[config.mk]
export PLATFORM = sky130hd
export DESIGN_NAME = keypad_tone_player
export DESIGN_NICKNAME = d
export VERILOG_FILES = /design/src/rtl/piano_pkg.sv /design/src/rtl/square_wave_gen.sv /design/src/rtl/keypad_tone_player.sv
export SDC_FILE = /design/constraint.sdc
export NUM_CORES = 1
export LEC_CHECK = 0
export CAP_MARGIN = 20
export CORE_MARGIN = 5
export CORE_UTILIZATION = 58
export DETAILED_ROUTE_END_ITERATION = 10
export PLACE_DENSITY_LB_ADDON = 0.15
export SYNTH_ARGS = -nofsm -noshare
export SYNTH_HDL_FRONTEND = slang
export SYNTH_HIERARCHICAL = 1
export SYNTH_SLANG_ARGS = --single-unit
[constraint.sdc]
create_clock -name clk -period 10.1 [get_ports clk]
set_input_delay 1.01 -clock clk [delete_from_list [all_inputs] [get_ports clk]]
set_output_delay 1.01 -clock clk [all_outputs]
set_load 0.01 [all_outputs]
[src/rtl/piano_pkg.sv]
// ---------------------------------------------------------------------------
// piano_pkg
//   Shared definitions for the Digital Piano tone path.
//   - tone_state_t : FSM states of keypad_tone_player
//   - FREQ_CHZ     : chromatic octave C4..D#5 in centi-Hz, indexed by key code
//   - half_period  : square-wave half period in clock cycles for one key
//   - half_table   : all 16 half periods, packed, for elaboration-time tables
// ---------------------------------------------------------------------------
package piano_pkg;

    typedef enum logic [2:0] {
        IDLE    = 3'd0,
        ARM     = 3'd1,
        PLAY    = 3'd2,
        REL     = 3'd3,
        SUSTAIN = 3'd4
    } tone_state_t;

    localparam int PHASE_W   = 18;  // holds CLK_HZ/52326 at 100 MHz
    localparam int SUS_CNT_W = 25;

    localparam int unsigned FREQ_CHZ [16] = '{
        26163, 27718, 29366, 31113, 32963, 34923, 36999, 39200,
        41530, 44000, 46616, 49388, 52325, 55437, 58733, 62225
    };

    // Half period = clk_hz / (2 * f) with f in centi-Hz -> clk_hz*50 / f_chz.
    // 64-bit intermediate: clk_hz*50 exceeds 32 bits at 100 MHz.
    function automatic logic [PHASE_W-1:0] half_period(input longint unsigned clk_hz,
                                                       input logic [3:0]      code);
        longint unsigned h;
        h = (clk_hz * 64'd50) / longint'(FREQ_CHZ[code]);
        return h[PHASE_W-1:0];
    endfunction

    function automatic logic [15:0][PHASE_W-1:0] half_table(input longint unsigned clk_hz);
        logic [15:0][PHASE_W-1:0] t;
        for (int k = 0; k < 16; k++) begin
            t[k] = half_period(clk_hz, 4'(k));
        end
        return t;
    endfunction

endpackage

[src/rtl/square_wave_gen.sv]
// ---------------------------------------------------------------------------
// square_wave_gen
//   50%-duty square wave: phase counter plus output toggle.
//   Ports:
//     clk, reset   : rising-edge clock, asynchronous active-high reset
//     enable       : count this cycle; low clears phase and forces wave low
//     restart      : clear phase and wave (start of a new note)
//     half_period  : cycles per half wave; first toggle comes half_period
//                    cycles after a restart
//     wave         : square-wave output (registered)
// ---------------------------------------------------------------------------
module square_wave_gen (
    input  logic        clk,
    input  logic        reset,
    input  logic        enable,
    input  logic        restart,
    input  logic [17:0] half_period,
    output logic        wave
);

    logic [17:0] phase_q, phase_d;
    logic        wave_q,  wave_d;

    always_comb begin
        phase_d = phase_q;
        wave_d  = wave_q;
        if (!enable || restart) begin
            phase_d = '0;
            wave_d  = 1'b0;
        end else if (phase_q == 18'(half_period - 18'd1)) begin
            phase_d = '0;
            wave_d  = ~wave_q;
        end else begin
            phase_d = 18'(phase_q + 18'd1);
        end
    end

    always_ff @(posedge clk or posedge reset) begin
        if (reset) begin
            phase_q <= '0;
            wave_q  <= 1'b0;
        end else begin
            phase_q <= phase_d;
            wave_q  <= wave_d;
        end
    end

    assign wave = wave_q;

endmodule

[src/rtl/keypad_tone_player.sv]
// ---------------------------------------------------------------------------
// keypad_tone_player
//   Debounces the keypad scanner output and plays the selected key of the
//   chromatic octave C4..D#5 as a square wave on the speaker pin.
//   Ports:
//     clk, reset   : rising-edge clock, asynchronous active-high reset
//     key_code     : scanner hex code, valid while key_pressed=1
//     key_pressed  : scanner flag, exactly one key detected
//     speaker      : square-wave audio output
//     note_on      : high while a tone is sounding
//     note_code    : code of the sounding or last sounded note
//   Build option:
//     TONE_SUSTAIN_EN : adds a SUSTAIN state that keeps the tone for
//                       SUSTAIN_CYCLES after a confirmed release.
// ---------------------------------------------------------------------------
module keypad_tone_player
    import piano_pkg::*;
#(
    parameter int unsigned CLK_HZ          = 100_000_000,
    parameter int unsigned DEBOUNCE_CYCLES = 1_000_000,
    parameter int unsigned SUSTAIN_CYCLES  = 25_000_000
) (
    input  logic       clk,
    input  logic       reset,
    input  logic [3:0] key_code,
    input  logic       key_pressed,
    output logic       speaker,
    output logic       note_on,
    output logic [3:0] note_code
);

    localparam int DEB_W = (DEBOUNCE_CYCLES > 1) ? $clog2(DEBOUNCE_CYCLES) : 1;
    localparam logic [DEB_W-1:0] DEB_LAST = DEB_W'(DEBOUNCE_CYCLES - 1);
    localparam logic [15:0][PHASE_W-1:0] HALF_TBL = half_table(longint'(CLK_HZ));

    // Registered scanner inputs; every decision below uses these.
    logic [3:0]       key_q, key_d;
    logic             pressed_q, pressed_d;

    tone_state_t      state_q, state_d;
    logic [3:0]       cand_q, cand_d;
    logic [3:0]       note_code_q, note_code_d;
    logic [DEB_W-1:0] deb_cnt_q, deb_cnt_d;
    logic             note_on_q, note_on_d;
    logic             restart;
    logic             active_d;
    logic             key_hit;
    logic             cand_hit;

`ifdef TONE_SUSTAIN_EN
    localparam logic [SUS_CNT_W-1:0] SUS_LAST = SUS_CNT_W'(SUSTAIN_CYCLES - 1);
    logic [SUS_CNT_W-1:0] sus_cnt_q, sus_cnt_d;
    // ARM entered from SUSTAIN: the old note keeps sounding while the new
    // key is being debounced.
    logic                 sus_arm_q, sus_arm_d;
`endif

    assign key_hit  = pressed_q && (key_q == note_code_q);
    assign cand_hit = pressed_q && (key_q == cand_q);

    always_comb begin
        key_d       = key_code;
        pressed_d   = key_pressed;
        state_d     = state_q;
        cand_d      = cand_q;
        note_code_d = note_code_q;
        deb_cnt_d   = deb_cnt_q;
        restart     = 1'b0;
`ifdef TONE_SUSTAIN_EN
        sus_cnt_d   = sus_cnt_q;
        sus_arm_d   = sus_arm_q;
`endif
        case (state_q)
            IDLE: begin
                if (pressed_q) begin
                    cand_d    = key_q;
                    deb_cnt_d = '0;
                    state_d   = ARM;
                end
            end
            ARM: begin
                if (!cand_hit) begin
                    state_d = IDLE;
`ifdef TONE_SUSTAIN_EN
                    sus_arm_d = 1'b0;
`endif
                end else if (deb_cnt_q == DEB_LAST) begin
                    state_d     = PLAY;
                    note_code_d = cand_q;
                    restart     = 1'b1;
`ifdef TONE_SUSTAIN_EN
                    sus_arm_d = 1'b0;
`endif
                end else begin
                    deb_cnt_d = DEB_W'(deb_cnt_q + DEB_W'(1));
                end
            end
            PLAY: begin
                if (!key_hit) begin
                    deb_cnt_d = '0;
                    state_d   = REL;
                end
            end
            REL: begin
                if (key_hit) begin
                    // Release glitch: resume without touching the phase.
                    state_d = PLAY;
                end else if (deb_cnt_q == DEB_LAST) begin
                    if (pressed_q) begin
                        // The new key was held through the whole release
                        // window; deb_cnt stays at its last value so ARM only
                        // needs one more matching cycle.
                        cand_d  = key_q;
                        state_d = ARM;
                    end else begin
`ifdef TONE_SUSTAIN_EN
                        sus_cnt_d = '0;
                        state_d   = SUSTAIN;
`else
                        state_d   = IDLE;
`endif
                    end
                end else begin
                    deb_cnt_d = DEB_W'(deb_cnt_q + DEB_W'(1));
                end
            end
`ifdef TONE_SUSTAIN_EN
            SUSTAIN: begin
                if (pressed_q) begin
                    cand_d    = key_q;
                    deb_cnt_d = '0;
                    sus_arm_d = 1'b1;
                    state_d   = ARM;
                end else if (sus_cnt_q == SUS_LAST) begin
                    state_d = IDLE;
                end else begin
                    sus_cnt_d = SUS_CNT_W'(sus_cnt_q + SUS_CNT_W'(1));
                end
            end
`endif
            default: state_d = IDLE;
        endcase

        // Tone is live in the next cycle; leaving a tone state clears the
        // wave generator on the same edge.
`ifdef TONE_SUSTAIN_EN
        active_d = (state_d == PLAY) || (state_d == REL) || (state_d == SUSTAIN) ||
                   ((state_d == ARM) && sus_arm_d);
`else
        active_d = (state_d == PLAY) || (state_d == REL);
`endif
        note_on_d = active_d;
    end

    always_ff @(posedge clk or posedge reset) begin
        if (reset) begin
            key_q       <= '0;
            pressed_q   <= 1'b0;
            state_q     <= IDLE;
            cand_q      <= '0;
            note_code_q <= '0;
            deb_cnt_q   <= '0;
            note_on_q   <= 1'b0;
`ifdef TONE_SUSTAIN_EN
            sus_cnt_q   <= '0;
            sus_arm_q   <= 1'b0;
`endif
        end else begin
            key_q       <= key_d;
            pressed_q   <= pressed_d;
            state_q     <= state_d;
            cand_q      <= cand_d;
            note_code_q <= note_code_d;
            deb_cnt_q   <= deb_cnt_d;
            note_on_q   <= note_on_d;
`ifdef TONE_SUSTAIN_EN
            sus_cnt_q   <= sus_cnt_d;
            sus_arm_q   <= sus_arm_d;
`endif
        end
    end

    // note_code_q only changes on ARM->PLAY, which also restarts the
    // generator, so the half period never changes mid-wave.
    square_wave_gen u_wave (
        .clk         (clk),
        .reset       (reset),
        .enable      (active_d),
        .restart     (restart),
        .half_period (HALF_TBL[note_code_q]),
        .wave        (speaker)
    );

    assign note_on   = note_on_q;
    assign note_code = note_code_q;

endmodule

# Word-level counts from Yosys, hierarchy flattened
# Memories as Yosys holds them, arrays and structs flattened.
# Index checks and enable logic that the tools add are counted.
# totals
ff_bits,56
rom_bits,288
input_bits,7
n_memories,1
# memory_table
name,depth,width,read_ports,rd_clocked_by_memory_dff,write_ports,line_no,text
(name not given),16,18,1,0,0,keypad_tone_player.sv:190,".half_period (HALF_TBL[note_code_q]),"
# classes
add_sub_neg,3
n_lt_le_gt_ge,1
n_eq_ne,14
n_mux,26
bitwise,1
n_reduce_logical,12
# ops
operator,count
2-to-1 mux 20 bit,5
case mux 20 bit (4 select lines),1
2-to-1 mux 18 bit,3
adder 20 x 1 -> 20 bit (second input constant),1
== test 20 bit (second input constant),1
adder 18 x 1 -> 18 bit (second input constant),1
== test 18 bit,1
2-to-1 mux 3 bit,6
subtractor 18 x 1 -> 18 bit (second input constant),1
== test 3 x 2 -> 1 bit (second input constant),4
2-to-1 mux 4 bit,3
case mux 3 bit (4 select lines),1
inequality test 2 bit (second input constant),5
== test 4 bit,2
case mux 4 bit (2 select lines),1
2-to-1 mux 1 bit,6
AND reduction 3 bit,2
< comparator 4 x 5 -> 1 bit (second input constant),1
AND reduction 5 bit,1
nonzero test 2 bit,2
nonzero test 4 bit,1
== test 3 x 1 -> 1 bit (second input constant),1
logical NOT 3 bit,1
logical AND 1 bit,2
3 further kinds,4

# Logic depth before layout (Yosys ltp)
# depth
word_depth,9
ltp_mapped,16
ltp_nobuf,14

# Cells and area by module
# The synthesis kept the hierarchy.
# modules_own_cells
mod,instances,cells_per_inst,area_each_um2,seq_area_each_um2
keypad_tone_player,1,252,2358.5,925.9
square_wave_gen,1,178,1541.5,475.5

# Least setup slack after synthesis
# No wires, ideal clock.
# synth_timing
path_kind,register -> register
startpoint,reg note_code_q[0] (netlist: note_code[0])
endpoint,reg u_wave.phase_q[10]
setup_ps,119
t_arrival_ps,3812
slack_ps,6170
stages_incl_launch_ff,17
n_path_buf,2
synth_period_minus_slack_ps,3930
cell_sequence,dfrtp_1 > buf_2 > inv_1 > ha_1 > nand2_1 > o21ai_0 > o21ai_0 > inv_1 > ha_1 > or4b_2 > nor4_2 > mux2_2 > a31o_2 > a22o_1 > o21ai_4 > buf_4 > nor2_1
# synth_between
elab_chain_len,9
elab_cells_between_ends,16
classes_between,add/sub (1); eq/ne (4); mux (6); reduce/logical (4); memory (1)
# synth_rtl
element,line_no,text
start: declaration,keypad_tone_player.sv:42,"logic [3:0] note_code_q, note_code_d;"
start signal: assignment,keypad_tone_player.sv:173,note_code_q <= note_code_d;
"parallel branches: the longest is 8 deep, another holds memory (16 x 18 bit)",n/a,
2-to-1 mux 18 bit (*),square_wave_gen.sv:27,if (!enable || restart) begin
via u_wave.phase_d[10],square_wave_gen.sv:21,"logic [17:0] phase_q, phase_d;"
end signal: assignment,square_wave_gen.sv:43,phase_q <= phase_d;
end: declaration,square_wave_gen.sv:21,
# Mark *: on every way through the listed nets, which the timed path passes. The select of a mux whose other input is x is not followed.
# A chain may end at the register's enable or synchronous reset.

# Worst setup path after layout
# layout_timing
startpoint,reg note_code_q[0] (netlist: note_code[0])
endpoint,reg u_wave.phase_q[15]
# The elaborated chain is that of the path after synthesis.

==> impl_results.md <==
- Maximum clock path buffer count: 2
- Worst slew pin tran: 962 ps
- Main combinational cell family by area after synthesis: simple AND/OR/NAND/NOR gates
- Reg clk slew, reported paths: 100 ps
- Post-synth top cells: 56 x dfrtp_1, 37 x nor2_1, 33 x xnor2_1
- Logic pwr share: 5.9%
- Routed len/inst: 15.9 um
- Post-synthesis compound-gate area fraction: between 15 and 20%
- Syn avg cell area: 9.07 um^2
- Tmin final: roughly 4400 ps
- Final Hold Violating Endpoints: 0
- Switching share of total power: 24.2%
- Seq pwr share: 61.7%
- Vias in the first global route: 3015
- Adder-cell share of the synthesized area: 3.53%
- Fin Hold WS: 527 ps
- TritonRoute pass-1 iters: 5
- Dpl hpwl: 5920 um
- Post-Synth Simple-Gate Area: 24.7%
- Top_reg_cell synth: dfrtp_1
- Fin crit share: 44.0%
- Clk_lat worst skew: 320 ps
- Buf/Inv on CP: 2
- Remaining DRCs: 0
- Largest cells by area after synthesis: dfrtp_1 36%, xnor2_1 7.4%, xor2_1 3.8%
- CP max stage cell: dfrtp_1
- Ports: 13
- Leak: 1.61 nW
- Clock share of power: 32.4%
- Cells along the critical path: inv_1 > ha_1 > nand2_1 > o21ai_0 > o21ai_0 > inv_1 > ha_1 > or4b_2 > nor4_2 > mux2_2 > a31o_2 > a22o_1 > o21ai_4 > nor2_1
- Synth area leader: dfrtp_1
- Worst VDD drop: 71.8 uV
- Rows: 29
- RSZ-0062 raised after global routing: no
- First-pass GRT wire length: between 10000 and 15000 um
- Ratio of cells with drive above 1 in the final layout: 9.05%
- Area grow syn2layout: 5.23%
- Overall Global Routing Usage: about a fifth
- Total gr overflow: 0
- Post-synthesis xor/xnor area fraction: between 10 and 15%
- Net Switching: between 90 and 100 uW
- Share of async-settable or async-resettable flops after synthesis: 100%
- Root Buffer Master: clkbuf_8
- DRT iter0 DRCs: 190
- Die area: 8460 um^2
- Hold-fix buffers at CTS: 0
- Port-buffer cells: 12
- Fmax: between 200 and 250 MHz
- Via count: 3082
- Setup TNS: 0 ps
- Pint: approximately 290 uW
- Setup violations, final: 0
- Initial antenna violation count: 0
- Clock sink total: 56
- Die Wd: 92 um
- Hold Crit Class: register to register
- Cell variety after synth: 73
- Core region area: 6460 um^2
- Final Max Tran Viols: 0
- Post-CTS Setup Bufs: 0
- Post-synthesis sequential area ratio: 35.9%
- Starting density of the core: ~60%
- Post-cts resize count: 0
- CP max FO: 18
- Clock Skew: 8.82 ps
- CP Capture Type: register
- Max cap viols: 0
- Element type at the critical path start: register
- Critical path's largest stage delay: 620 ps
- Slew headroom: a little over a third
- Mux share of post-synthesis cell area: 4.97%
- Syn. warnings: 6
- Final ANT Viol Nets: 0
- Type of the worst setup path: register to register
- CTS tree: yes
- Number of buffers created by CTS: 5
- Synthesized Nets: approximately 450
- Filler cells: 540
- Ant. Diodes: 0
- Vert. Die Dim: 92 um
- Vias per inst: 6.07
- Post-synth EDFFs: 0
- Synthesized area: 3900 um^2
- Synth Register Bits: 56
- Placer congestion estimate: roughly 0.87
- Synthesized instance count: 430
- CP Data Required Time: 10280 ps
- Top cell type's share of synthesized area: 35.9%
- Most frequent cell after synthesis: dfrtp_1
- Total length of routed wires: roughly 8100 um
- H-tree depth: 2
- Nets: 448
- Largest net degree at the start of global routing: 38
- Power per Cell Area: 92.9 nW/um^2
- WP data arrival: 4620 ps
- Crit-path leading delay family: compound AO/OA/AOI/OAI gates
- Status: finished clean
## through the flow
stage | instances | setup slack [ps] | util (%) | power (mW) | area, um^2
final | 508 | 5660 | 63.5 | 0.381 | 4100
after global routing | 508 | 5240 | 63.5 | 0.398 | 4100
after CTS | 508 | 5670 | 63.5 | 0.386 | 4100
after detailed placement | 500 | 5700 | 62.2 | 0.263 | 4020
after global placement | 500 | 5850 | 62.2 | 0.262 | 4020
after floorplan | 430 | 6170 | - | 0.255 | 3900
## cells by family after synthesis
kind of cell               Yosys count
other                                1
AOI/OAI and AO/OA                   90
and+or+nand+nor                    171
xor gates and xnor gates            50
DFF                                 56
buffers and inverters               37
adders and majority gates           11
muxes                               14
## registers in the layout (all words and copies together), names as in the netlist, 3 cells and up
name,flops
state_q,3
deb_cnt_q,20
cand_q,4
u_wave/phase_q,18
note_code,4
key_q,4
## layout by cell type (no fill, tap or decap), types with 8 or more instances in the layout
| cell | n |
|---|---|
| xnor2_1 | 33 |
| o21ai_0 | 25 |
| nor3_1 | 8 |
| nor2_1 | 37 |
| clkdlybuf4s50_1 | 12 |
| and3_1 | 9 |
| xor2_1 | 17 |
| nand2_1 | 30 |
| nand3_1 | 16 |
| o31ai_1 | 11 |
| dfrtp_1 | 56 |
| nand4_1 | 11 |
| ha_1 | 11 |
| inv_1 | 17 |
| a21oi_1 | 25 |
## power by group through the flow
stage	registers [mW]	logic [mW]	clock network [mW]
final	0.235	0.0226	0.124
after global routing	0.236	0.0257	0.136
after CTS	0.235	0.0230	0.128
after detailed placement	0.240	0.0230	0
after global placement	0.239	0.0225	0
after floorplan	0.237	0.0178	0
## cell type report
class	instances	area [um^2]	area share [%]
clock buffer	6	72.6	1.77
multi-input combinational	337	2330	56.7
sequential	56	1400	34.1
clock inverter	2	16.3	0.396
tap	77	96.3	2.35
timing repair buffer	13	128	3.11
inverter	17	63.8	1.55
## routing by layer
| metal | routed length [um] | GRT usage (%) |
|---|---|---|
| met5 | 0 | 0 |
| met4 | 94 | 5.82 |
| met3 | 291 | 2.78 |
| met2 | 3810 | 32.4 |
| met1 | 3890 | 28.7 |
## final timing paths
check	slack, ps	endpoint	startpoint	cells after the start
max	5660	u_wave/phase_q[15]$_DFF_PP0_	note_code[0]$_DFFE_PP0P_	14
min	530	deb_cnt_q[9]$_DFFE_PP0P_	deb_cnt_q[9]$_DFFE_PP0P_	1
max reg2reg	5660	u_wave/phase_q[15]$_DFF_PP0_	note_code[0]$_DFFE_PP0P_	14
min reg2reg	530	deb_cnt_q[9]$_DFFE_PP0P_	deb_cnt_q[9]$_DFFE_PP0P_	1
max in group asynchronous	8500	u_wave/phase_q[14]$_DFF_PP0_	reset	2
min in group asynchronous	1120	deb_cnt_q[18]$_DFFE_PP0P_	reset	3
(Power assumes the default switching activity.)
